$ cat src/rtl/fptd_pkg.sv
// fptd_pkg: shared constants for the 8-state max-log-MAP decoder core.
//   NUM_STATES   trellis state count
//   METRIC_W     default width of one stored state metric
//   metric_t     signed state metric of default width
//   ST_*         forward-recursion FSM state encodings
//   ALPHA_INIT   metric assigned to states 1..7 when a first window starts
//   idx_width()  width of a step index for a window of given depth (min 1 bit)
package fptd_pkg;

    localparam int NUM_STATES = 8;
    localparam int METRIC_W   = 6;

    typedef logic signed [METRIC_W-1:0] metric_t;

    localparam logic [1:0] ST_IDLE  = 2'd0;
    localparam logic [1:0] ST_FWD   = 2'd1;
    localparam logic [1:0] ST_DRAIN = 2'd2;

    // Most negative metric: every state except 0 starts "impossible".
    localparam metric_t ALPHA_INIT = {1'b1, {(METRIC_W-1){1'b0}}};

    function automatic int idx_width(input int depth);
        return (depth > 1) ? $clog2(depth) : 1;
    endfunction

endpackage

$ cat src/rtl/alpha_recursion_lifo_if.sv
// alpha_recursion_lifo_if: handshake bundle of the alpha recursion block.
//   start/first_win              window control (master -> block)
//   gam_valid/gam_ready, ba*     branch-metric triple stream into the block
//   alpha_valid/alpha_ready      reversed alpha stream towards the LLR stage
//   alpha_out/alpha_idx          alpha_k[7:1] (state s at bits (s-1)*M) and k
//   done                         one-cycle pulse after the last drain beat
//   Error_current_Alpha          razor timing-error flag
// modport master: LLR/control side; modport slave: the alpha block.
interface alpha_recursion_lifo_if #(
    parameter int N = 5,
    parameter int M = 6,
    parameter int W = 8
);
    localparam int KW = (W > 1) ? $clog2(W) : 1;

    logic                  start;
    logic                  first_win;
    logic                  gam_valid;
    logic                  gam_ready;
    logic signed [N-1:0]   ba2;
    logic signed [M:0]     ba1ba3;
    logic signed [M:0]     ba1ba2ba3;
    logic                  alpha_valid;
    logic                  alpha_ready;
    logic [7*M-1:0]        alpha_out;
    logic [KW-1:0]         alpha_idx;
    logic                  done;
    logic                  Error_current_Alpha;

    modport master (
        output start, first_win, gam_valid, ba2, ba1ba3, ba1ba2ba3, alpha_ready,
        input  gam_ready, alpha_valid, alpha_out, alpha_idx, done, Error_current_Alpha
    );

    modport slave (
        input  start, first_win, gam_valid, ba2, ba1ba3, ba1ba2ba3, alpha_ready,
        output gam_ready, alpha_valid, alpha_out, alpha_idx, done, Error_current_Alpha
    );

endinterface

$ cat src/rtl/BitClip.sv
// BitClip: saturate a signed value to a narrower signed width.
//   din   in   IN_W   signed input
//   dout  out  OUT_W  din clipped to [-2^(OUT_W-1), 2^(OUT_W-1)-1]
module BitClip #(
    parameter int IN_W  = 9,
    parameter int OUT_W = 6
) (
    input  logic signed [IN_W-1:0]  din,
    output logic signed [OUT_W-1:0] dout
);

    logic fits;

    // Value fits when all bits above the output sign bit replicate the sign.
    assign fits = (din[IN_W-1:OUT_W-1] == {(IN_W-OUT_W+1){din[IN_W-1]}});

    always_comb begin
        dout = din[OUT_W-1:0];
        if (!fits) begin
            if (din[IN_W-1]) dout = {1'b1, {(OUT_W-1){1'b0}}};
            else             dout = {1'b0, {(OUT_W-1){1'b1}}};
        end
    end

endmodule

$ cat src/rtl/alpha_acs.sv
// alpha_acs: combinational add-compare-select for one forward trellis step,
// followed by normalisation against state 0 and saturation.
//   alpha_in    in   7xM   alpha_k[7:1] (alpha_k[0] is 0 by construction)
//   g2          in   N     ba2
//   g13         in   M+1   ba1ba3
//   g123        in   M+1   ba1ba2ba3
//   alpha_next  out  7xM   alpha_{k+1}[7:1]
module alpha_acs
    import fptd_pkg::*;
#(
    parameter int N = 5,
    parameter int M = 6
) (
    input  logic [NUM_STATES-2:0][M-1:0] alpha_in,
    input  logic signed [N-1:0]          g2,
    input  logic signed [M:0]            g13,
    input  logic signed [M:0]            g123,
    output logic [NUM_STATES-2:0][M-1:0] alpha_next
);

    localparam int SW = M + 2;
    localparam int DW = M + 3;

    logic signed [SW-1:0] a [NUM_STATES];
    logic signed [SW-1:0] n [NUM_STATES];
    logic signed [SW-1:0] e2, e13, e123;
    logic signed [DW-1:0] d [1:NUM_STATES-1];
    logic signed [M-1:0]  clip [1:NUM_STATES-1];

    // Ties resolve to the first operand.
    function automatic logic signed [SW-1:0] max2(input logic signed [SW-1:0] x,
                                                  input logic signed [SW-1:0] y);
        return (x >= y) ? x : y;
    endfunction

    always_comb begin
        e2   = {{(SW-N){g2[N-1]}}, g2};
        e13  = {g13[M], g13};
        e123 = {g123[M], g123};
        a[0] = '0;
        for (int s = 1; s < NUM_STATES; s++) begin
            a[s] = {{2{alpha_in[s-1][M-1]}}, alpha_in[s-1]};
        end
        n[0] = max2(a[0],        a[1] + e123);
        n[1] = max2(a[2] + e13,  a[3] + e2);
        n[2] = max2(a[4] + e2,   a[5] + e13);
        n[3] = max2(a[6] + e123, a[7]);
        n[4] = max2(a[0] + e123, a[1]);
        n[5] = max2(a[2] + e2,   a[3] + e13);
        n[6] = max2(a[4] + e13,  a[5] + e2);
        n[7] = max2(a[6],        a[7] + e123);
        for (int s = 1; s < NUM_STATES; s++) begin
            d[s] = {n[s][SW-1], n[s]} - {n[0][SW-1], n[0]};
        end
    end

    for (genvar s = 1; s < NUM_STATES; s++) begin : g_clip
        BitClip #(.IN_W(DW), .OUT_W(M)) u_clip (
            .din  (d[s]),
            .dout (clip[s])
        );
    end

    always_comb begin
        for (int s = 1; s < NUM_STATES; s++) begin
            alpha_next[s-1] = clip[s];
        end
    end

endmodule

$ cat src/rtl/alpha_recursion_lifo.sv
// alpha_recursion_lifo: forward (alpha) state-metric recursion with a LIFO
// that replays the window's alphas in reverse order to the LLR stage.
//   Clock    in   rising-edge clock
//   nReset   in   asynchronous active-low reset
//   bus      slave side of alpha_recursion_lifo_if (gamma in, alpha out)
// Build option: ALPHA_RAZOR_EN adds a high-phase shadow latch on bit
// [M-RazorBit] of each next-alpha and drives Error_current_Alpha from it;
// without it Error_current_Alpha is tied low.
//
// state    | meaning
// ---------+-----------------------------------------------------------
// ST_IDLE  | waiting for start; alpha register holds carry metric
// ST_FWD   | one ACS step per gamma handshake, alpha_k pushed to LIFO[k]
// ST_DRAIN | LIFO replayed k = W-1 .. 0 with valid/ready handshake
module alpha_recursion_lifo
    import fptd_pkg::*;
#(
    parameter int N        = 5,
    parameter int M        = 6,
    parameter int W        = 8,
    parameter int RazorBit = 1
) (
    input  logic                  Clock,
    input  logic                  nReset,
    alpha_recursion_lifo_if.slave bus
);

    localparam int KW = idx_width(W);
    localparam logic [KW-1:0] K_LAST = KW'(W - 1);

    typedef logic [NUM_STATES-2:0][M-1:0] avec_t;

    localparam avec_t INIT_VEC = {(NUM_STATES-1){{1'b1, {(M-1){1'b0}}}}};

    logic [1:0]          state_q, state_d;
    logic [KW-1:0]       k_q, k_d;
    avec_t               alpha_q, alpha_d;
    logic                done_q, done_d;
    logic [W-1:0][NUM_STATES-2:0][M-1:0] lifo_q, lifo_d;
    avec_t               alpha_next;

    alpha_acs #(.N(N), .M(M)) u_acs (
        .alpha_in   (alpha_q),
        .g2         (bus.ba2),
        .g13        (bus.ba1ba3),
        .g123       (bus.ba1ba2ba3),
        .alpha_next (alpha_next)
    );

    always_comb begin
        state_d = state_q;
        k_d     = k_q;
        alpha_d = alpha_q;
        done_d  = 1'b0;
        lifo_d  = lifo_q;
        case (state_q)
            ST_IDLE: begin
                if (bus.start) begin
                    state_d = ST_FWD;
                    k_d     = '0;
                    if (bus.first_win) alpha_d = INIT_VEC;
                end
            end
            ST_FWD: begin
                if (bus.gam_valid) begin
                    lifo_d[k_q] = alpha_q;
                    alpha_d     = alpha_next;
                    // k is left at W-1 so the drain starts from the newest entry.
                    if (k_q == K_LAST) state_d = ST_DRAIN;
                    else               k_d     = k_q + 1'b1;
                end
            end
            ST_DRAIN: begin
                if (bus.alpha_ready) begin
                    if (k_q == '0) begin
                        state_d = ST_IDLE;
                        done_d  = 1'b1;
                    end else begin
                        k_d = k_q - 1'b1;
                    end
                end
            end
            default: state_d = ST_IDLE;
        endcase
    end

    always_ff @(posedge Clock or negedge nReset) begin
        if (!nReset) begin
            state_q <= ST_IDLE;
            k_q     <= '0;
            alpha_q <= INIT_VEC;
            done_q  <= 1'b0;
        end else begin
            state_q <= state_d;
            k_q     <= k_d;
            alpha_q <= alpha_d;
            done_q  <= done_d;
        end
    end

    // Storage only; contents are meaningless until written in FWD.
    always_ff @(posedge Clock) begin
        lifo_q <= lifo_d;
    end

    assign bus.gam_ready   = (state_q == ST_FWD);
    assign bus.alpha_valid = (state_q == ST_DRAIN);
    assign bus.alpha_out   = (state_q == ST_DRAIN) ? lifo_q[k_q] : '0;
    assign bus.alpha_idx   = (state_q == ST_DRAIN) ? k_q : '0;
    assign bus.done        = done_q;

`ifdef ALPHA_RAZOR_EN
    localparam int RZ = M - RazorBit;

    logic [NUM_STATES-2:0] razor_now;
    logic [NUM_STATES-2:0] razor_reg;
    logic [NUM_STATES-2:0] razor_lat;

    always_comb begin
        for (int s = 0; s < NUM_STATES - 1; s++) begin
            razor_now[s] = alpha_next[s][RZ];
            razor_reg[s] = alpha_q[s][RZ];
        end
    end

    // Shadow latch open during the high phase: a late-settling next-alpha
    // bit differs from what the flop captured at the rising edge.
    always_latch begin
        if (!nReset)    razor_lat <= '0;
        else if (Clock) razor_lat <= razor_now;
    end

    assign bus.Error_current_Alpha = |(razor_lat ^ razor_reg);
`else
    assign bus.Error_current_Alpha = 1'b0;
`endif

endmodule

$ cat src/flat_wrapper.sv
// flat-port wrapper written by rule: the top's interface ports become plain ports
module alpha_recursion_lifo_flat import fptd_pkg::*;
#(
    parameter int N        = 5,
    parameter int M        = 6,
    parameter int W        = 8,
    parameter int RazorBit = 1
)
  (Clock, nReset, bus_start, bus_first_win, bus_gam_valid, bus_ba2, bus_ba1ba3, bus_ba1ba2ba3, bus_alpha_ready, bus_gam_ready, bus_alpha_valid, bus_alpha_out, bus_alpha_idx, bus_done, bus_Error_current_Alpha);
  alpha_recursion_lifo_if #(.N(N), .M(M), .W(W)) bus_i ();
  input  logic Clock;
  input  logic nReset;
  input wire logic [$bits(bus_i.start)-1:0] bus_start;
  input wire logic [$bits(bus_i.first_win)-1:0] bus_first_win;
  input wire logic [$bits(bus_i.gam_valid)-1:0] bus_gam_valid;
  input wire logic [$bits(bus_i.ba2)-1:0] bus_ba2;
  input wire logic [$bits(bus_i.ba1ba3)-1:0] bus_ba1ba3;
  input wire logic [$bits(bus_i.ba1ba2ba3)-1:0] bus_ba1ba2ba3;
  input wire logic [$bits(bus_i.alpha_ready)-1:0] bus_alpha_ready;
  output wire logic [$bits(bus_i.gam_ready)-1:0] bus_gam_ready;
  output wire logic [$bits(bus_i.alpha_valid)-1:0] bus_alpha_valid;
  output wire logic [$bits(bus_i.alpha_out)-1:0] bus_alpha_out;
  output wire logic [$bits(bus_i.alpha_idx)-1:0] bus_alpha_idx;
  output wire logic [$bits(bus_i.done)-1:0] bus_done;
  output wire logic [$bits(bus_i.Error_current_Alpha)-1:0] bus_Error_current_Alpha;
  assign bus_i.start = bus_start;
  assign bus_i.first_win = bus_first_win;
  assign bus_i.gam_valid = bus_gam_valid;
  assign bus_i.ba2 = bus_ba2;
  assign bus_i.ba1ba3 = bus_ba1ba3;
  assign bus_i.ba1ba2ba3 = bus_ba1ba2ba3;
  assign bus_i.alpha_ready = bus_alpha_ready;
  assign bus_gam_ready = bus_i.gam_ready;
  assign bus_alpha_valid = bus_i.alpha_valid;
  assign bus_alpha_out = bus_i.alpha_out;
  assign bus_alpha_idx = bus_i.alpha_idx;
  assign bus_done = bus_i.done;
  assign bus_Error_current_Alpha = bus_i.Error_current_Alpha;
  alpha_recursion_lifo #(.N(N), .M(M), .W(W), .RazorBit(RazorBit)) u_core (.Clock(Clock), .nReset(nReset), .bus(bus_i));
endmodule
$ cat config.mk
export PLATFORM = sky130hd
export DESIGN_NAME = alpha_recursion_lifo_flat
export DESIGN_NICKNAME = d
export VERILOG_FILES = /design/src/rtl/fptd_pkg.sv /design/src/rtl/alpha_recursion_lifo_if.sv /design/src/rtl/BitClip.sv /design/src/rtl/alpha_acs.sv /design/src/rtl/alpha_recursion_lifo.sv /design/src/flat_wrapper.sv
export SDC_FILE = /design/constraint.sdc
export NUM_CORES = 1
export LEC_CHECK = 0
export CORE_MARGIN = 2
export CORE_UTILIZATION = 40
export CTS_CLUSTER_DIAMETER = 150
export DETAILED_ROUTE_END_ITERATION = 10
export SETUP_SLACK_MARGIN = 0.5
export SLEW_MARGIN = 20
export SYNTH_ARGS = -nofsm -noshare
export SYNTH_HDL_FRONTEND = slang
export SYNTH_SLANG_ARGS = --single-unit
$ cat constraint.sdc
create_clock -name Clock -period 10.4 [get_ports Clock]
set_input_delay 1.56 -clock Clock [delete_from_list [all_inputs] [get_ports Clock]]
set_output_delay 1.56 -clock Clock [all_outputs]
set_load 0.02 [all_outputs]
==> results.py <==
metrics = {
    "clock_tree": {
        "ctsResizeCount": 0,
        "postCtsHoldBufs": 0,
        "cts_setup_buffers": 0,
        "clk_latency_ns": 0.53,
        "cts_htree_levels": 2,
        "ctsLongestPathBuffers": 3,
        "cts_buffers": 38,
        "path_clk_slew_ns": 0.06,
        "clock-root-buffer": "clkbuf_16",
        "numClockSinks": 384,
        "cts_tree": "built",
    },
    "sta": {
        "maxSlewViolCount": 0,
        "max_freq_ghz": 0.133,
        "worst_slew_pin_slew_ns": 1.00,
        "hold_violations": 0,
        "min_period_over_period_pct": 72.4,
        "rsz0062_at_grt": "no",
        "min_period_ns": 7.53,
        "fin_skew_ns": 0.0165,
        "slew_headroom_pct": 33.3,
        "fin_setup_tns_ns": 0,
        "setup_viol_count_final": 0,
    },
    "synth": {
        "seq_area_frac_synth_pct": 51.0,
        "ys_top_cells_by_area": "edfxtp_1, ha_1, mux4_2, dfrtp_1, nand2_1",
        "synthCells": 1723,
        "yosysTopAreaCell": "edfxtp_1",
        "synth_area_mm2": 0.0221,
        "ys_ff_latch": 384,
        "ys_types": 78,
        "yosys.area.top_type_share_pct": 45.6,
        "ys_warn_count": 0,
        "synth_area_per_cell_um2": 12.9,
        "synth_ff_type": "edfxtp_1",
        "synth-edff-count": 336,
        "synthArstFlopShare_pct": 12.5,
    },
    "drt": {
        "first_pass_iters": 5,
        "vias_per_cell": 5.69,
        "wl_um": 55600,
        "drt-initial-drc-count": 1001,
        "final_antenna_net_count": 0,
        "drc": 0,
        "wl_per_cell_um": 21.8,
        "vias": 14493,
    },
    "floorplan": {
        "die_width_um": 239,
        "dieArea_mm2": 0.0573,
        "core_area_mm2": 0.0549,
        "num_rows": 86,
        "die_y_um": 239,
        "ios": 74,
        "initial_core_util_pct": 40.4,
    },
    "worst_setup_path": {
        "startpoint": "bus_ba2[1]",
        "crit_path_cell_trace": "clkdlybuf4s50_1 > inv_1 > fa_1 > nor2b_1 > o21ai_0 > a21boi_0 > nor2_1 > ha_1 > nand3_1 > o2111a_1 > maj3_1 > a31oi_2 > mux2i_1 > ha_1 > inv_1 > fa_1 > a211oi_1 > o21bai_1 > a221o_1 > a211oi_1 > o32ai_1 > nor4_1 > a221o_1",
        "crit_path_top_delay_cell": "nor4_1",
        "cp_data_required_time_ns": 10.86,
        "max_stage_delay_ns": 0.63,
        "crit_path_end_kind": "flop",
        "path_class": "input pin to flop",
        "crit_arrival_ns": 7.99,
        "crit_end": "u_core.alpha_q[27]$_DFFE_PN0P_",
        "r2r_slack_ns": 3.67,
        "reg2reg_to": "u_core.alpha_q[27]$_DFFE_PN0P_",
        "worstRegToRegCells": 23,
        "r2r_start": "u_core.alpha_q[13]$_DFFE_PN0P_",
        "cp_max_fo": 8,
        "startpoint_type": "input pin",
    },
    "global_route": {
        "grt_max_degree": 68,
        "antenna_found_initial": 1,
        "grt_pass1_vias": 14425,
        "grtUsageTotal_pct": 19.6,
        "grt_pass1_wl_um": 84800,
        "overflow": 0,
    },
    "outcome": {
        "status": "completed",
    },
    "min_path": {
        "hold_start": "u_core.state_q[1]$_DFFE_PN0P_",
        "hp-class": "flop to flop",
    },
    "run": {
        "max-cap-violations": 0,
    },
    "cells_and_area": {
        "drive_gt1_share_pct": 11.4,
        "antenna_cells": 0,
        "area_delta_synth_final_pct": 13.1,
        "finalNetCount": 2047,
    },
    "placement": {
        "hpwl_um": 37400,
        "portBuffers": 72,
        "place.gp.congestion": 0.909,
    },
}
-- final cells by class --
class	instances	area (um2)
Timing Repair Buffer	91	858
Clock buffer	49	1000
Fill cell	4914	29800
Inverter	122	458
Sequential cell	384	11300
Tap cell	704	881
Multi-Input combinational cell	1179	10300
Clock inverter	19	229
-- cell families after synthesis --
| kind of cell | Yosys count | share of synthesized area, % |
|---|---|---|
| compound gates | 402 | 12.6 |
| xor+xnor | 58 | 2.29 |
| fa+ha+maj | 210 | 12.5 |
| buf+inv | 166 | 2.84 |
| flops | 384 | 51.0 |
| mux | 135 | 10.9 |
| other cells | 2 | 0.0339 |
| simple gates | 366 | 7.84 |
-- worst min-delay path by stage --
stage / to / slack, ns / cells after the start
floorplan: u_core.state_q[1]$_DFFE_PN0P_ / 0.51 / 1
global placement: u_core.state_q[1]$_DFFE_PN0P_ / 0.54 / 1
detailed placement: u_core.state_q[1]$_DFFE_PN0P_ / 0.55 / 1
CTS: u_core.state_q[1]$_DFFE_PN0P_ / 0.56 / 1
global route: u_core.state_q[1]$_DFFE_PN0P_ / 0.59 / 1
finish: u_core.state_q[1]$_DFFE_PN0P_ / 0.56 / 1
-- through the flow --
stage	std cells	setup WS, ns	utilization [%]	hold WS [ns]	area (um2)
6_report	2548	2.87	45.6	0.560	25000
5_1_grt	2548	2.39	45.6	0.585	25000
4_1_cts	2548	2.93	45.6	0.562	25000
3_5_place_dp	2480	2.38	43.4	0.548	23800
3_3_place_gp	2480	2.58	43.4	0.541	23800
2_1_floorplan	1729	3.65	-	0.512	22200
-- layout by cell type, fill, tap and decap left out, types with 19 or more instances in the layout --
master	synthesis	layout
o21ai_0	53	53
a211oi_1	22	21
clkdlybuf4s50_1	0	71
nand2_1	140	140
xnor2_1	27	27
nor3_1	31	29
mux4_2	84	84
o211ai_1	21	21
ha_1	187	187
clkbuf_16	0	38
buf_4	1	19
edfxtp_1	336	336
nor2b_1	31	31
inv_1	119	119
a21oi_1	103	103
nor2_1	73	67
nand3_1	19	19
dfrtp_1	41	38
a21o_1	31	31
o21a_1	32	32
nand2b_1	24	24
fa_1	19	19
xor2_1	31	31
mux2i_1	36	36
-- synthesized netlist by cell type, types with 8 or more instances --
cell type    n
a211oi_1    22
a21o_1      31
a21oi_1    103
a221o_1     11
clkbuf_1    36
dfrtp_1     41
edfxtp_1   336
fa_1        19
ha_1       187
inv_1      119
mux2_2      15
mux2i_1     36
mux4_2      84
nand2_1    140
nand2b_1    24
nand3_1     19
nor2_1      73
nor2b_1     31
nor3_1      31
nor4_1       8
o2111ai_1    8
o211ai_1    21
o21a_1      32
o21ai_0     53
o21bai_1    15
o22ai_1     12
o31a_1      12
xnor2_1     27
xor2_1      31
-- layer usage --
layer / share of wire (%) / GRT usage [%]
met2: 48 / 33.1
met4: 1.6 / 3.81
met1: 45 / 27.4
met5: 0 / 0
met3: 5.7 / 2.32
-- state kept, by name, summed over array words and instances (netlist names) --
register and cells:
u_core.lifo_q 336, u_core.alpha_q 42, u_core.k_q 3, u_core.state_q 2, u_core.bus.done 1
-- critical path: cells and delay by family --
family                   cells  cell delay [ns]
multiplexers                 1             0.29
buffers and inverters        3             0.86
adder cells (fa/ha/maj)      5             1.76
AO/OA/AOI/OAI               10             2.56
AND/OR/NAND/NOR              4             0.95
Power is not shown: default switching activity piles up to over one toggle a cycle in this logic, so the estimate is an artifact.
